[config.mk]
export PLATFORM = sky130hd
export DESIGN_NAME = sync_handshake_tx_flat
export DESIGN_NICKNAME = d
export VERILOG_FILES = /design/src/rtl/sync_handshake_tx_if.sv /design/src/rtl/sync_handshake_tx.sv /design/src/flat_wrapper.sv
export SDC_FILE = /design/constraint.sdc
export NUM_CORES = 1
export LEC_CHECK = 0
export ABC_AREA = 1
export CORE_MARGIN = 2
export CORE_UTILIZATION = 35
export DETAILED_ROUTE_END_ITERATION = 10
export PLACE_DENSITY_LB_ADDON = 0.2
export SYNTH_ARGS = -nofsm -noshare
export SYNTH_HDL_FRONTEND = slang
export SYNTH_SLANG_ARGS = --single-unit
[constraint.sdc]
create_clock -name rclk -period 1.7 [get_ports rclk]
set_input_delay 0.34 -clock rclk [delete_from_list [all_inputs] [get_ports rclk]]
set_output_delay 0.34 -clock rclk [all_outputs]
set_load 0.01 [all_outputs]
[src/rtl/sync_handshake_tx_if.sv]
`timescale 1ns/1ps
`default_nettype none
// +------------------------------------------------------------------+
// | sync_handshake_tx_if : producer, far-side and status signals      |
// | Rev 1.0                                                          |
// +------------------------------------------------------------------+
interface sync_handshake_tx_if #(
  parameter int DATA_W = 32
);
  logic              in_vld;
  logic [DATA_W-1:0] in_data;
  logic              in_rdy;
  logic              tx_req;
  logic [DATA_W-1:0] tx_data;
  logic              ack_async;
  logic              busy;
  logic              err_timeout;
  logic              err_spur;
  logic              err_clr;

  modport master (
    input  in_vld, in_data, ack_async, err_clr,
    output in_rdy, tx_req, tx_data, busy, err_timeout, err_spur
  );

  modport slave (
    output in_vld, in_data, ack_async, err_clr,
    input  in_rdy, tx_req, tx_data, busy, err_timeout, err_spur
  );
endinterface
`default_nettype wire

[src/rtl/sync_handshake_tx.sv]
`timescale 1ns/1ps
`default_nettype none
// +------------------------------------------------------------------+
// | sync_handshake_tx : transmit end of a four-phase req/ack crossing |
// | Rev 1.0                                                          |
// +------------------------------------------------------------------+
module sync_handshake_tx #(
  parameter int DATA_W      = 32,
  parameter int SYNC_STAGES = 2,
  parameter int TIMEOUT_CYC = 1024
) (
  input  logic                   rclk,
  input  logic                   arst_l,
  sync_handshake_tx_if.master    bus
);

  localparam int CNT_W = (TIMEOUT_CYC > 0) ? $clog2(TIMEOUT_CYC + 1) : 1;
  localparam logic [CNT_W-1:0] c_TO_MAX  = CNT_W'(TIMEOUT_CYC);
  localparam logic [CNT_W-1:0] c_TO_LAST = CNT_W'(TIMEOUT_CYC - 1);
  localparam bit               c_TO_EN   = (TIMEOUT_CYC > 0);

  typedef enum logic [1:0] {
    S_IDLE   = 2'd0,
    S_REQ_HI = 2'd1,
    S_ACK_LO = 2'd2
  } state_t;

  state_t                 r_state;
  logic                   r_tx_req;
  logic [DATA_W-1:0]      r_tx_data;
  logic [CNT_W-1:0]       r_cnt;
  logic                   r_err_timeout;
  logic                   r_err_spur;
  logic [SYNC_STAGES-1:0] r_ack_sync;

  logic w_ack_sync;
  logic w_in_rdy;
  logic w_waiting;

  always_ff @(posedge rclk or negedge arst_l) begin
    if (!arst_l) begin
      r_ack_sync <= '0;
    end else begin
      r_ack_sync <= {r_ack_sync[SYNC_STAGES-2:0], bus.ack_async};
    end
  end

  assign w_ack_sync = r_ack_sync[SYNC_STAGES-1];
  assign w_in_rdy   = (r_state == S_IDLE) && !w_ack_sync;
  // Leaving ACK_LO this cycle means the handshake is done, so it no longer counts as waiting.
  assign w_waiting  = (r_state == S_REQ_HI) || ((r_state == S_ACK_LO) && w_ack_sync);

  always_ff @(posedge rclk or negedge arst_l) begin
    if (!arst_l) begin
      r_state       <= S_IDLE;
      r_tx_req      <= 1'b0;
      r_tx_data     <= '0;
      r_cnt         <= '0;
      r_err_timeout <= 1'b0;
      r_err_spur    <= 1'b0;
    end else begin
      if (bus.err_clr) begin
        r_err_timeout <= 1'b0;
        r_err_spur    <= 1'b0;
      end

      if ((r_state != S_IDLE) && (r_cnt != c_TO_MAX)) begin
        r_cnt <= r_cnt + CNT_W'(1);
      end

      if (c_TO_EN && w_waiting && (r_cnt == c_TO_LAST)) begin
        r_err_timeout <= 1'b1;
      end

      case (r_state)
        S_IDLE: begin
          if (w_ack_sync) begin
            r_err_spur <= 1'b1;
          end else if (bus.in_vld) begin
            r_tx_data <= bus.in_data;
            r_tx_req  <= 1'b1;
            r_cnt     <= '0;
            r_state   <= S_REQ_HI;
          end
        end
        S_REQ_HI: begin
          if (w_ack_sync) begin
            r_tx_req <= 1'b0;
            r_state  <= S_ACK_LO;
          end
        end
        S_ACK_LO: begin
          if (!w_ack_sync) begin
            r_state <= S_IDLE;
          end
        end
        default: begin
          r_tx_req <= 1'b0;
          r_state  <= S_IDLE;
        end
      endcase
    end
  end

  assign bus.in_rdy      = w_in_rdy;
  assign bus.tx_req      = r_tx_req;
  assign bus.tx_data     = r_tx_data;
  assign bus.busy        = (r_state != S_IDLE);
  assign bus.err_timeout = r_err_timeout;
  assign bus.err_spur    = r_err_spur;

endmodule
`default_nettype wire

[src/flat_wrapper.sv]
// flat-port wrapper written by rule: the top's interface ports become plain ports
module sync_handshake_tx_flat 
#(
  parameter int DATA_W      = 32,
  parameter int SYNC_STAGES = 2,
  parameter int TIMEOUT_CYC = 1024
)
  (rclk, arst_l, bus_in_vld, bus_in_data, bus_ack_async, bus_err_clr, bus_in_rdy, bus_tx_req, bus_tx_data, bus_busy, bus_err_timeout, bus_err_spur);
  sync_handshake_tx_if #(.DATA_W(DATA_W)) bus_i ();
  input  logic rclk;
  input  logic arst_l;
  input wire logic [$bits(bus_i.in_vld)-1:0] bus_in_vld;
  input wire logic [$bits(bus_i.in_data)-1:0] bus_in_data;
  input wire logic [$bits(bus_i.ack_async)-1:0] bus_ack_async;
  input wire logic [$bits(bus_i.err_clr)-1:0] bus_err_clr;
  output wire logic [$bits(bus_i.in_rdy)-1:0] bus_in_rdy;
  output wire logic [$bits(bus_i.tx_req)-1:0] bus_tx_req;
  output wire logic [$bits(bus_i.tx_data)-1:0] bus_tx_data;
  output wire logic [$bits(bus_i.busy)-1:0] bus_busy;
  output wire logic [$bits(bus_i.err_timeout)-1:0] bus_err_timeout;
  output wire logic [$bits(bus_i.err_spur)-1:0] bus_err_spur;
  assign bus_i.in_vld = bus_in_vld;
  assign bus_i.in_data = bus_in_data;
  assign bus_i.ack_async = bus_ack_async;
  assign bus_i.err_clr = bus_err_clr;
  assign bus_in_rdy = bus_i.in_rdy;
  assign bus_tx_req = bus_i.tx_req;
  assign bus_tx_data = bus_i.tx_data;
  assign bus_busy = bus_i.busy;
  assign bus_err_timeout = bus_i.err_timeout;
  assign bus_err_spur = bus_i.err_spur;
  sync_handshake_tx #(.DATA_W(DATA_W), .SYNC_STAGES(SYNC_STAGES), .TIMEOUT_CYC(TIMEOUT_CYC)) u_core (.rclk(rclk), .arst_l(arst_l), .bus(bus_i));
endmodule
==> results.ini <==
[outcome]
status = finished, final reports clean

[setup_path]
critPathKind = flop to primary output
critical_path.top_delay_family = flip-flops
startpoint_type = flop
reg2reg_slack_ps = 200
cp_slowest_cell = dfrtp_2
cp_cell_sequence = nor2_4 > inv_4 > nor2_4 > clkdlybuf4s15_1
endpoint_kind = primary output
startpoint = u_core.r_state[0]$_DFFE_PN0P_
timing.rr.start = u_core.r_cnt[0]$_DFF_PN0_
worstPathArrival_ps = 1290
required_ps = 1360
cp_slowest_stage_delay_ps = 450
r2r-end = u_core.r_cnt[10]$_DFF_PN0_
path_common_cell = nor2_4
cp_num_cells = 4
rr_worst_depth = 8
critPathBufInv = 2
cp_max_fo = 4

[final_layout]
area_growth_pct = 40.90
diodes = 0
fin_util_pct = 50.61
nFillCells = 594
final_area_sq_um = 3177
nets = 398
drive_gt1_share_pct = 6.944

[power_and_ir_drop]
p_leak_nw = 1.535
pwr-share-clk_pct = 20.7
worst_ir_drop_vdd_uv = 476.0
p_per_area_nw_per_um2 = 1145
seq_power_share_pct = 45.4
p_int_mw = 2.453
comb_power_share_pct = 33.9
power_switching_mw = 1.184
swShare_pct = 32.56

[sta]
skew_ps = 10.36
hold_viol = 0
tns_ps = 0
max-slew-margin-rel_pct = 76.32
post-route-period-util_pct = 95.63
slew_viol_final = 0
rsz0062_at_grt = false
tightest_slew_ps = 355.2
hold_ws_ps = 6.088
fin_crit_ps = 1626
max_freq_mhz = 615.1
setup_viol = 0

[clock_tree]
clockRootBuffer = clkbuf_8
cts_max_level = 2
cts_sinks = 50
cts_tree = yes
cts_buffers = 5
clock_path_buffers = 2
worstSkewPairLatency_ps = 300
cts.clk_slew.worst_paths_ps = 100

[detailed_routing]
drc_errors = 0
routed_wl_mm = 5.031
drtIter0Drc = 61
met2_length_mm = 2.261
top_layer_used = met4
antenna_left = 0
routedLengthMet1_mm = 2.395
wl_per_cell_microns = 11.51
viasPerCell = 4.483
wl_met3_microns = 324
dr.pass1.iters = 4
vias = 1959

[place]
hpwl_mm = 3.532
port-buffer-count = 73
routabilityCongestion = 0.8709
placed_cell_area_sq_um = 3058

[floorplan]
start_util_pct = 35.92
die_area_sq_um = 7100
io_pins = 74
die_width_microns = 84.26
num_rows = 29
die_height_microns = 84.26
core_sq_um = 6277

[min_path]
hold_path_class = input port to asynchronous set/reset pin

[flow_run]
maxCapViolCount = 0

[synthesis]
synth_area_leader_cell = dfrtp_1
yosysUniqueCellTypes = 21
avgSynthCellArea_sq_um = 8.024
synth-seq-area-share_pct = 55.49
yosys.area.top_type_share_pct = 55.49
syn_nets = 320
netlist_top_cells_area = dfrtp_1 (55%), nand2_1 (23%), nor2_1 (4.2%)
ys_ff_latch = 50
ys.warnings.count = 0
syn-instance-count = 281
syn_area_sq_um = 2255

[global_route]
grtUsageTotal_pct = 15.15
grt_pass1_vias = 1958
overflow = 0
grt_max_degree = 51
grt_pass1_wl_mm = 8.818
antenna_found_initial = 0

## synthesized netlist by cell type, drive strengths merged
library cell / n
inv: 22
nor3: 1
dfrtp: 50
o21ai: 7
nor2: 28
o22ai: 1
nand2: 140
nand4: 2
ha: 2
xor2: 2
a21oi: 7
nand3: 11
buf: 8
## repair_timing
action,in CTS,in global routing
resized for setup,3,2
buffers inserted,0,2
pin swaps,1,1
hold buffers,0,0
setup endpoints to repair,2,2
hold endpoints to repair,0,0
cloned,0,0
## layout by cell type, fill, tap and decap left out, types with 2 or more instances in the layout
cell	n
xor2_1	2
inv_4	2
nand3_1	9
nor2_4	2
a21oi_1	7
nand3_2	2
inv_1	20
dfrtp_1	49
clkdlybuf4s50_1	70
nand2_1	138
nor2_1	25
clkbuf_8	6
ha_1	2
o21ai_0	6
nand4_1	2
buf_4	5
## power groups by stage
stage	Combinational (mW)	Sequential, mW	Clock, mW
after floorplan	0.460	1.75	0
after global placement	1.23	1.67	0
after detailed placement	1.25	1.66	0
after CTS	1.24	1.65	0.782
after global routing	1.38	1.70	0.827
final	1.23	1.65	0.751
## how the worst max path moves through the flow
stage                                      end
floorplan           u_core.r_cnt[10]$_DFF_PN0_
global placement                    bus_in_rdy
detailed placement                  bus_in_rdy
CTS                                 bus_in_rdy
global route                        bus_in_rdy
finish                              bus_in_rdy
## logic make-up after synthesis
| family | share of synthesized area (%) |
|---|---|
| compound gates | 3.385 |
| buf+inv | 6.604 |
| flops | 55.49 |
| xor+xnor | 0.7771 |
| fa+ha+maj | 1.110 |
| simple gates | 32.63 |
## sequential cells by signal, summed over array words and instances (netlist names)
register / count
u_core.r_ack_sync: 2
u_core.r_cnt: 11
u_core.bus.tx_req: 1
u_core.r_state: 2
u_core.bus.err_timeout: 1
u_core.bus.tx_data: 32
u_core.bus.err_spur: 1
## worst reg2reg max path: cells and delay by family (launching register included)
kind                     cells  cell delay (ps)
AO/OA/AOI/OAI                1              140
adder cells (fa/ha/maj)      1              180
buffers and inverters        1               90
flip-flops                   1              460
AND/OR/NAND/NOR              5              570
## per-layer routing
metal	track usage, %	vias to the layer above
li1	-	1011
met1	20.89	888
met2	23.30	53
met3	4.720	7
met4	3.959	0
met5	0	-
## through the flow
stage | setup WS [ps] | total power, mW | std cells
global placement | 87.42 | 2.896 | 427
finish | 74.29 | 3.637 | 437
CTS | 22.48 | 3.674 | 435
floorplan | 388.8 | 2.214 | 281
global route | 7.773 | 3.909 | 437
detailed placement | 71.53 | 2.909 | 427
## final cells by class
| type | count | area (sq um) | area share [%] |
|---|---|---|---|
| tap | 77 | 96.34 | 3.033 |
| timing repair buffer | 79 | 782.0 | 24.62 |
| sequential | 50 | 1252 | 39.42 |
| inverter | 22 | 87.58 | 2.757 |
| clock buffer | 6 | 82.58 | 2.599 |
| multi-input combinational | 201 | 859.6 | 27.06 |
| clock inverter | 2 | 16.27 | 0.5120 |
No activity file was read; power rests on OpenSTA's default activity.
